**config.mk**
```make
export PLATFORM = sky130hd
export DESIGN_NAME = rob_param
export DESIGN_NICKNAME = d
export VERILOG_FILES = /design/src/rtl/rob_param.sv
export SDC_FILE = /design/constraint.sdc
export NUM_CORES = 1
export LEC_CHECK = 0
export CAP_MARGIN = 0
export CORE_ASPECT_RATIO = 1.4
export CORE_MARGIN = 5
export CORE_UTILIZATION = 50
export CTS_BUF_LIST = sky130_fd_sc_hd__clkbuf_8
export CTS_CLUSTER_DIAMETER = 50
export DETAILED_ROUTE_END_ITERATION = 7
export DONT_BUFFER_PORTS = 1
export PLACE_DENSITY = 0.7
export SLEW_MARGIN = 20
export SYNTH_ARGS = -nofsm -noshare
export SYNTH_HDL_FRONTEND = slang
export SYNTH_SLANG_ARGS = --single-unit
```
**constraint.sdc**
```tcl
create_clock -name clk1 -period 7 [get_ports clk1]
set_input_delay 1.05 -clock clk1 [delete_from_list [all_inputs] [get_ports clk1]]
set_output_delay 1.05 -clock clk1 [all_outputs]
set_load 0.01 [all_outputs]
```
**src/rtl/rob_param.sv**
```systemverilog
// Parameterised reorder buffer: in-order allocate at the tail, out-of-order
// completion via the common data bus, and in-order retirement from the head.
module rob_param #(
  parameter  int DEPTH  = 8,
  parameter  int DATA_W = 16,
  parameter  int REG_W  = 4,
  localparam int TAG_W  = $clog2(DEPTH),
  localparam int CNT_W  = TAG_W + 1
) (
  input  logic              clk1,
  input  logic              rst_n,
  input  logic              alloc_valid,
  input  logic [REG_W-1:0]  alloc_dest,
  output logic              alloc_ready,
  output logic [TAG_W-1:0]  alloc_tag,
  input  logic              cdb_valid,
  input  logic [TAG_W-1:0]  cdb_tag,
  input  logic [DATA_W-1:0] cdb_data,
  input  logic [TAG_W-1:0]  rd_tag,
  output logic              rd_ready,
  output logic [DATA_W-1:0] rd_data,
  input  logic              flush,
  output logic              commit_valid,
  output logic [REG_W-1:0]  commit_dest,
  output logic [DATA_W-1:0] commit_data,
  output logic [TAG_W-1:0]  commit_tag,
  output logic [CNT_W-1:0]  count,
  output logic              full,
  output logic              empty
);

  logic [DEPTH-1:0]  valid_r;
  logic [DEPTH-1:0]  ready_r;
  logic [REG_W-1:0]  dest_r [DEPTH];
  logic [DATA_W-1:0] data_r [DEPTH];
  logic [TAG_W-1:0]  head_r;
  logic [TAG_W-1:0]  tail_r;
  logic [CNT_W-1:0]  count_r;

  logic full_s;
  logic alloc_fire_s;
  logic commit_fire_s;

  // Handshake decode; alloc_ready deliberately uses pre-commit occupancy.
  always_comb begin
    full_s        = (count_r == CNT_W'(DEPTH));
    alloc_fire_s  = alloc_valid && !full_s;
    commit_fire_s = valid_r[head_r] && ready_r[head_r] && !flush;
  end

  assign alloc_ready  = !full_s;
  assign alloc_tag    = tail_r;
  assign full         = full_s;
  assign empty        = (count_r == {CNT_W{1'b0}});
  assign count        = count_r;
  assign rd_ready     = valid_r[rd_tag] && ready_r[rd_tag];
  assign rd_data      = data_r[rd_tag];
  assign commit_valid = commit_fire_s;
  assign commit_dest  = dest_r[head_r];
  assign commit_data  = data_r[head_r];
  assign commit_tag   = head_r;

  // Entry array and pointer update; flush overrides every other action.
  always_ff @(posedge clk1 or negedge rst_n) begin
    if (!rst_n) begin
      valid_r <= {DEPTH{1'b0}};
      ready_r <= {DEPTH{1'b0}};
      for (int i = 0; i < DEPTH; i++) begin
        dest_r[i] <= {REG_W{1'b0}};
        data_r[i] <= {DATA_W{1'b0}};
      end
      head_r  <= {TAG_W{1'b0}};
      tail_r  <= {TAG_W{1'b0}};
      count_r <= {CNT_W{1'b0}};
    end else if (flush) begin
      valid_r <= {DEPTH{1'b0}};
      ready_r <= {DEPTH{1'b0}};
      head_r  <= {TAG_W{1'b0}};
      tail_r  <= {TAG_W{1'b0}};
      count_r <= {CNT_W{1'b0}};
    end else begin
      for (int i = 0; i < DEPTH; i++) begin
        // Allocate wins over a CDB write that targets the same slot.
        if (alloc_fire_s && (tail_r == TAG_W'(i))) begin
          valid_r[i] <= 1'b1;
          ready_r[i] <= 1'b0;
          dest_r[i]  <= alloc_dest;
          data_r[i]  <= {DATA_W{1'b0}};
        end else begin
          if (cdb_valid && (cdb_tag == TAG_W'(i)) && valid_r[i]) begin
            ready_r[i] <= 1'b1;
            data_r[i]  <= cdb_data;
          end else begin
            ready_r[i] <= ready_r[i];
            data_r[i]  <= data_r[i];
          end
          if (commit_fire_s && (head_r == TAG_W'(i))) begin
            valid_r[i] <= 1'b0;
          end else begin
            valid_r[i] <= valid_r[i];
          end
        end
      end
      if (alloc_fire_s) begin
        tail_r <= tail_r + TAG_W'(1);
      end else begin
        tail_r <= tail_r;
      end
      if (commit_fire_s) begin
        head_r <= head_r + TAG_W'(1);
      end else begin
        head_r <= head_r;
      end
      case ({alloc_fire_s, commit_fire_s})
        2'b10:   count_r <= count_r + CNT_W'(1);
        2'b01:   count_r <= count_r - CNT_W'(1);
        default: count_r <= count_r;
      endcase
    end
  end

endmodule

```
# Word-level counts from Yosys, hierarchy flattened
# Cells that the tools add are included.
[totals] regBits=186 input_bits=31 output_inout_bits=51 word_cells=228
[op_classes] reduce_logical=85 add_sub_neg=4 eq_ne=24 n_mux=73 n_lt_le_gt_ge=4 bitwise=3
[op_table] operator="two-way mux 16 bit" count=20
[op_table] operator="binary-select mux 16 bit (select 3 bit)" count=2
[op_table] operator="nonzero test 3 bit" count=17
[op_table] operator="== test 3 bit, second input constant" count=12
[op_table] operator="logical AND 1 bit" count=36
[op_table] operator="two-way mux 1 bit" count=36
[op_table] operator="AND reduction 2 bit" count=16
[op_table] operator="nonzero test 2 bit" count=10
[op_table] operator="== test 3 x 2 -> 1 bit, second input constant" count=6
[op_table] operator="two-way mux 8 bit" count=2
[op_table] operator="binary-select mux 1 bit (select 3 bit)" count=4
[op_table] operator="binary-select mux 4 bit (select 3 bit)" count=1
[op_table] operator="two-way mux 3 bit" count=4
[op_table] operator="two-way mux 4 bit" count=3
[op_table] operator="== test 3 x 1 -> 1 bit, second input constant" count=3
[op_table] operator="zero test 3 bit" count=3
[op_table] operator="greater-or-equal comparator 4 bit, second input constant" count=2
[op_table] operator="< comparator 3 x 4 -> 1 bit, second input constant" count=2
[op_table] operator="NOT 3 -> 4 bit" count=2
[op_table] operator="case mux 4 bit (2 select lines)" count=1
[op_table] operator="adder 3 x 1 -> 3 bit, second input constant" count=2
[op_table] operator="adder 4 x 1 -> 4 bit, second input constant" count=1
[op_table] operator="== test 4 bit, second input constant" count=1
[op_table] operator="zero test 4 bit" count=1
[op_table] operator="other kinds (5)" count=6

# Depth between registers and ports, before layout
# Gate-level depths: netlist of run 1.
[logic_depth] word_depth=8 mapped_depth=13 ltp_nobuf=11

# Least setup slack after synthesis of run 1
# OpenSTA, ideal clock, no wires.
[synth_path] path_kind="input-to-output" startpoint="input port rd_tag[0]" endpoint="output port rd_data[10]" t_arrival_ps=2774 cell_stages=4 required_time_ps=5950 path_buffers=2 slack_ps=3176 cell_sequence="clkbuf_1 -> clkbuf_1 -> mux4_2 -> mux2_2"
[synth_between] elab_chain_cells=4
[synth_lines] item="start, declared" line="19" text="input logic [TAG_W-1:0] rd_tag,"
[synth_lines] item="NOT 3 -> 4 bit (implied by the code)" line="57" text="assign rd_data = data_r[rd_tag];"
[synth_lines] item="binary-select mux 16 bit (select 3 bit)" line="57"
[synth_lines] item="two-way mux 16 bit (implied by the code) (2 in a row)" line="57"
[synth_lines] item="end, declared" line="21" text="output logic [DATA_W-1:0] rd_data,"
# Every way passes these cells. The select of a mux whose other input is x is not followed.

# Worst setup path in the final report of run 1
[layout_path] startpoint="register head_r[0] (netlist: commit_tag[0])" endpoint="output port commit_data[5]"
[layout_between] elab_chain_cells=4
[layout_lines] item="start, declared" line="36" text="logic [TAG_W-1:0] head_r;"
[layout_lines] item="start signal, assigned" line="72" text="head_r <= {TAG_W{1'b0}};"
[layout_lines] item="start signal, assigned" line="78" text="head_r <= {TAG_W{1'b0}};"
[layout_lines] item="start signal, assigned" line="110" text="head_r <= head_r + TAG_W'(1);"
[layout_lines] item="NOT 3 -> 4 bit (implied by the code)" line="60" text="assign commit_data = data_r[head_r];"
[layout_lines] item="binary-select mux 16 bit (select 3 bit)" line="60"
[layout_lines] item="two-way mux 16 bit (implied by the code) (2 in a row)" line="60"
[layout_lines] item="end, declared" line="25" text="output logic [DATA_W-1:0] commit_data,"
# Every way passes these cells. The select of a mux whose other input is x is not followed.

==> results of run 1 <==
-- through the flow --
step / hold slack [ns] / cells / setup slack (ns) / util [%]
2_1_floorplan: 0.474 / 749 / 3.18 / -
3_3_place_gp: 0.481 / 932 / 4.00 / 51.0
3_5_place_dp: 0.488 / 932 / 3.96 / 51.0
4_1_cts: 0.246 / 963 / 3.44 / 53.4
5_1_grt: 0.236 / 963 / 3.33 / 53.4
6_report: 0.268 / 963 / 3.51 / 53.4
-- how the worst max path moves through the flow --
stage                     endpoint  slack (ns)  cells after the start
global placement          rd_ready        4.00                      2
CTS                 commit_data[5]        3.44                      4
detailed placement     data_r[102]        3.96                      4
finish              commit_data[5]        3.51                      4
global route        commit_data[5]        3.33                      4
floorplan              rd_data[10]        3.18                      4
-- cells in the final DEF, fill, tap and decap left out, types with 2 or more instances in the layout --
cell type  Yosys  routed
nand2_1       86      86
inv_6          0       3
and2_1        12      12
clkbuf_8       0      18
nor4_1         2       2
nand3_1       13      13
o211ai_1       2       2
clkinv_4       0       3
a21oi_1       11      11
nand2b_1       3       3
dfrtp_2        0       2
and3_1         6       6
a211oi_1       2       2
buf_4          1       5
nor3_1         4       4
xnor2_1        3       3
dfrtp_1      186     184
bufinv_16      0       5
mux4_2        77      77
a21o_1         6       6
a22o_1       129     129
inv_1         13      13
nor2b_1        3       3
nor2_1        15      15
nand3_2        7       7
nor3b_4        3       3
nand4_1        3       3
o311ai_0       7       7
a22oi_1        2       2
nor2_2         3       3
o21ai_0        3       3
mux2_2        49      49
ha_1          14      14
mux2i_1        3       3
-- power breakdown --
group	total, W	internal [W]	switching (W)
Sequential	0.00119	0.00114	0.0000452
Combinational	0.000176	0.000105	0.0000710
Clock	0.000833	0.000437	0.000396
-- state kept, by name (all words and copies together), names as in the netlist --
register,flops
valid_r,8
alloc_tag,3
commit_tag,3
dest_r,32
data_r,128
ready_r,8
count,4
-- metal layers --
metal,track usage (%),wire length (um)
met1,28.9,9830
met2,43.5,14500
met3,7.03,2270
met4,10.8,942
met5,0,0
-- cell families after synthesis --
logic type                 Yosys count  share of synthesized area (%)
DFF                                186                           47.5
buffers and inverters               83                           3.87
xor gates and xnor gates             3                          0.268
and+or+nand+nor                    165                           8.46
muxes                              129                           23.6
AOI/OAI and AO/OA                  168                           14.3
adders and majority gates           15                           1.99
-- critical path, cell delays in order, from the launching register on --
cell and delay (ns):
dfrtp_2 0.37, buf_4 0.72, mux4_2 0.61, nand2_1 0.10
nand2_1 0.14
-- final cells by class --
class / count / area share [%]
Clock buffer: 18 / 2.41
Clock inverter: 13 / 2.09
Inverter: 13 / 0.474
Multi-Input combinational cell: 480 / 46.4
Sequential cell: 186 / 45.2
Tap cell: 248 / 3.01
Timing Repair Buffer: 5 / 0.365
==> impl_metrics.yaml, run 1 <==
clock_network:
  postCtsSetupBuffers: 0
  tritoncts: "built"
  cts_hold_buf: 0
  cts.sinks: 186
  clkTransAtPathRegs_ns: 0.10
  h-tree-depth: 4
  cts.repair.resized: 0
  cts_buffers: 17
  clkLatencyLatePin_ns: 0.47
  clock_tree.buffer_depth: 2
  root_buffer: "clkbuf_8"
detailed_routing:
  viasPerCell: 7.15
  ant_nets: 0
  drtIter0Drc: 665
  drt_wl_total_um: 27500
  drt_first_pass_iters: 5
  routedWlPerCell_um: 28.6
  via_count: 6881
  drc: 0
yosys:
  ys_ff_latch: 186
  ys_async_sr_fraction_pct: 100
  synth.largest_area_cell: "dfrtp_1"
  syn_area_um2: 9810
  ys_seq_area_share_pct: 47.5
  avgSynthCellArea_um2: 13.1
  synth_area_leaders: "dfrtp_1 47%, mux4_2 18%, a22o_1 12%, mux2_2 5.6%, nand2_1 3.3%"
  synth_common_cells: "186 x dfrtp_1, 129 x a22o_1, 86 x nand2_1"
  syn-num-nets: 795
  synth_top_area_share_pct: 47.5
  ys.flop_type: "dfrtp_1"
  yosys_warnings: 0
  synth_cells: 749
  ys_types: 46
  synthMostInstantiatedCell: "dfrtp_1"
  synth-edff-count: 0
final_layout:
  area_growth_syn_to_layout_pct: 5.00
  fin_nets: 749
  multiInputGateArea_um2: 4780
  drive_above_1_share_pct: 25.2
  fill_cells: 1566
  regArea_um2: 4660
  design_area_um2: 10300
  num_antenna_cells: 0
critical_path:
  cp-startpoint: "commit_tag[0]"
  crit_required_ns: 5.95
  r2r_slack_ns: 3.92
  worstPathMaxFanout: 44
  crit-reg2reg-launch: "count[0]"
  crit_type: "reg -> out"
  endpoint_kind: "output pin"
  rr_endpoint: "count[3]"
  cp-start-kind: "flop"
  arrival_ns: 2.44
  reg2reg_depth: 9
timing:
  skew_ns: 0.0143
  relSlewSlack_pct: 18.4
  final-max-slew-violation-count: 0
  tns_ns: 0
  setup-violations-final: 0
  fin_crit_sh_pct: 49.9
  rsz0062_at_grt: "false"
  worst_pin_slew_ns: 1.22
  fmax_mhz: 287
  hold_viol: 0
  finalCriticalPeriod_ns: 3.49
die:
  core_um2: 19300
  fp-row-count: 60
  die-width_um: 128
  die_area_um2: 22600
  pin_count: 82
  die_h_um: 176
  start_util_pct: 50.8
global_routing:
  overflow: 0
  grt_max_degree: 187
  grt_pass1_wl_um: 42800
  gr-usage-all-layers_pct: 25.1
  grt_antenna_before_repair: 0
  grt_pass1_vias: 7304
power_and_ir_drop:
  p_per_area_nw_per_um2: 213
  peakVddDrop_v: 0.000137
  power_w: 0.00219
  leakage_nw: 4.59
placed_design:
  dpl.hpwl_um: 17100
  place.gp.congestion: 0.825
  placed_area_um2: 9830
  port_buffers: 0
status:
  outcome: "complete, no violations"
min_path:
  hp-class: "in -> async"
flow_run:
  drv_cap: 0
No activity file was read; power rests on OpenSTA's default activity.
==> run 2: changes to the inputs <==
Clock period 7 ns to 3.3 ns, I/O delays scaled along.
==> run 2 against run 1 <==
The run now ends with negative hold slack left; sequential power rose by 110%; global-route usage down 0.15 points; final area up 0.56%.
==> impl_metrics.yaml, run 2 (synthesis results as in run 1) <==
status:
  outcome: "finished, violations left"
  violations: "negative hold slack"
clock_network:
  tritoncts: "built"
  cts.sinks: 186
  clkLatencyLatePin_ns: 0.49
  h-tree-depth: 4
  postCtsSetupBuffers: 0
  clock_tree.buffer_depth: 2
  root_buffer: "clkbuf_8"
  clkTransAtPathRegs_ns: 0.11
  cts_buffers: 17
detailed_routing:
  routedWlPerCell_um: 27.8
  viasPerCell: 6.98
  drtIter0Drc: 611
  via_count: 6829
  drc: 0
  ant_nets: 0
  drt_wl_total_um: 27300
  drt_first_pass_iters: 5
power_and_ir_drop:
  pwr-share-comb_pct: 8.6
  power_w: 0.00444
  p_switching_w: 0.00122
  leakage_nw: 4.63
  clkPwrFrac_pct: 34.8
  p_per_area_nw_per_um2: 429
  peakVddDrop_v: 0.000313
  seqPwrFrac_pct: 56.6
  internal_power_w: 0.00322
  switching_share_pct: 27.4
timing:
  setup-violations-final: 0
  finalCriticalPeriod_ns: 2.97
  final-max-slew-violation-count: 0
  relSlewSlack_pct: 37.8
  fmax_mhz: 337
  rsz0062_at_grt: "false"
  hold_viol: 186
  skew_ns: 0.0183
  hold_ws_ns: -0.308
  worst_pin_slew_ns: 0.934
  fin_crit_sh_pct: 90.0
  tns_ns: 0
critical_path:
  endpoint_kind: "flop"
  crit_type: "reg -> reg"
  cp-start-kind: "flop"
  arrival_ns: 3.32
  worstPathMaxFanout: 27
  crit_required_ns: 3.65
die:
  die-width_um: 128
  pin_count: 82
  die_h_um: 176
  die_area_um2: 22600
  core_um2: 19300
  fp-row-count: 60
  start_util_pct: 50.8
final_layout:
  area_growth_syn_to_layout_pct: 5.59
  largest_register_ffs: 128
  final_cell_mix: "184 x dfrtp_1, 129 x a22o_1, 86 x nand2_1"
  drive_above_1_share_pct: 26.9
  instances_no_fill: 979
  final_common_cell: "dfrtp_1"
  fin_nets: 764
  fill_cells: 1591
  reg_top3: "data_r: 128 flops, dest_r: 32 flops"
  num_antenna_cells: 0
  largest-register: "data_r"
placed_design:
  port_buffers: 0
  place_inst: 947
  dpl.hpwl_um: 17200
  place.gp.congestion: 0.906
global_routing:
  grt_max_degree: 187
  grt_pass1_wl_um: 42700
  gr-usage-all-layers_pct: 25.0
  grt_pass1_vias: 7335
  overflow: 0
  grt_antenna_before_repair: 0
min_path:
  hp-class: "in -> async"
flow_run:
  drv_cap: 0
run 2: routing by layer:
metal | vias up | share of wire (%) | routed length, um | GRT usage [%]
met1 | 3599 | 35 | 9650 | 29.6
met4 | 0 | 4.0 | 1090 | 10.2
li1 | 2803 | - | - | -
met2 | 345 | 53 | 14500 | 43.7
met5 | - | 0 | 0 | 0
met3 | 82 | 7.5 | 2040 | 5.42
run 2: area by class of cell:
cell class	count	area (um2)	share of cell area, %
timing repair buffer	20	150	1.45
inverter	13	48.8	0.471
sequential	186	4660	45.0
clock buffer	17	234	2.26
tap	248	310	3.00
clock inverter	15	176	1.70
multi-input combinational	480	4780	46.1
run 2: repair_timing:
action                                 in CTS  in global routing
resized for setup                           0                  1
setup endpoints to repair                   0                  1
endpoints found under the hold margin     186                186
run 2: through the flow:
| step | setup WS [ns] | util, % | hold WS (ns) | instance area, um2 |
|---|---|---|---|---|
| 2_1_floorplan | 0.245 | - | 0.199 | 9810 |
| 3_3_place_gp | 0.372 | 51.5 | 0.205 | 9940 |
| 3_5_place_dp | 0.195 | 51.5 | 0.205 | 9940 |
| 4_1_cts | 0.177 | 53.6 | -0.329 | 10300 |
| 5_1_grt | 0.149 | 53.7 | -0.343 | 10400 |
| 6_report | 0.329 | 53.7 | -0.308 | 10400 |
run 2: worst paths after layout:
check                           start           end  slack (ns)  depth (start not counted)
max                          count[0]      count[3]        0.33                          9
min                             rst_n    data_r[59]       -0.31                          0
max reg2reg                  count[0]      count[3]        0.33                          9
min reg2reg                dest_r[14]    dest_r[14]        0.51                          1
max in group asynchronous       rst_n    dest_r[26]        3.26                          0
min in group clk1               flush  alloc_tag[0]        0.07                          1
run 2: critical path, cell delays in order, from the launching register on:
cell      delay, ns
dfrtp_1        0.50
or4b_1         0.71
and2_4         0.33
nor3_2         0.26
ha_1           0.29
a21o_1         0.19
a21o_1         0.19
nor3_1         0.14
mux2i_1        0.10
o311ai_0       0.12
run 2: power groups by stage:
stage / sequential, W / combinational (W) / clock [W]
2_1_floorplan: 0.00252 / 0.000368 / 0
3_3_place_gp: 0.00254 / 0.000368 / 0
3_5_place_dp: 0.00256 / 0.000381 / 0
4_1_cts: 0.00251 / 0.000383 / 0.00157
5_1_grt: 0.00253 / 0.000411 / 0.00166
6_report: 0.00251 / 0.000380 / 0.00155
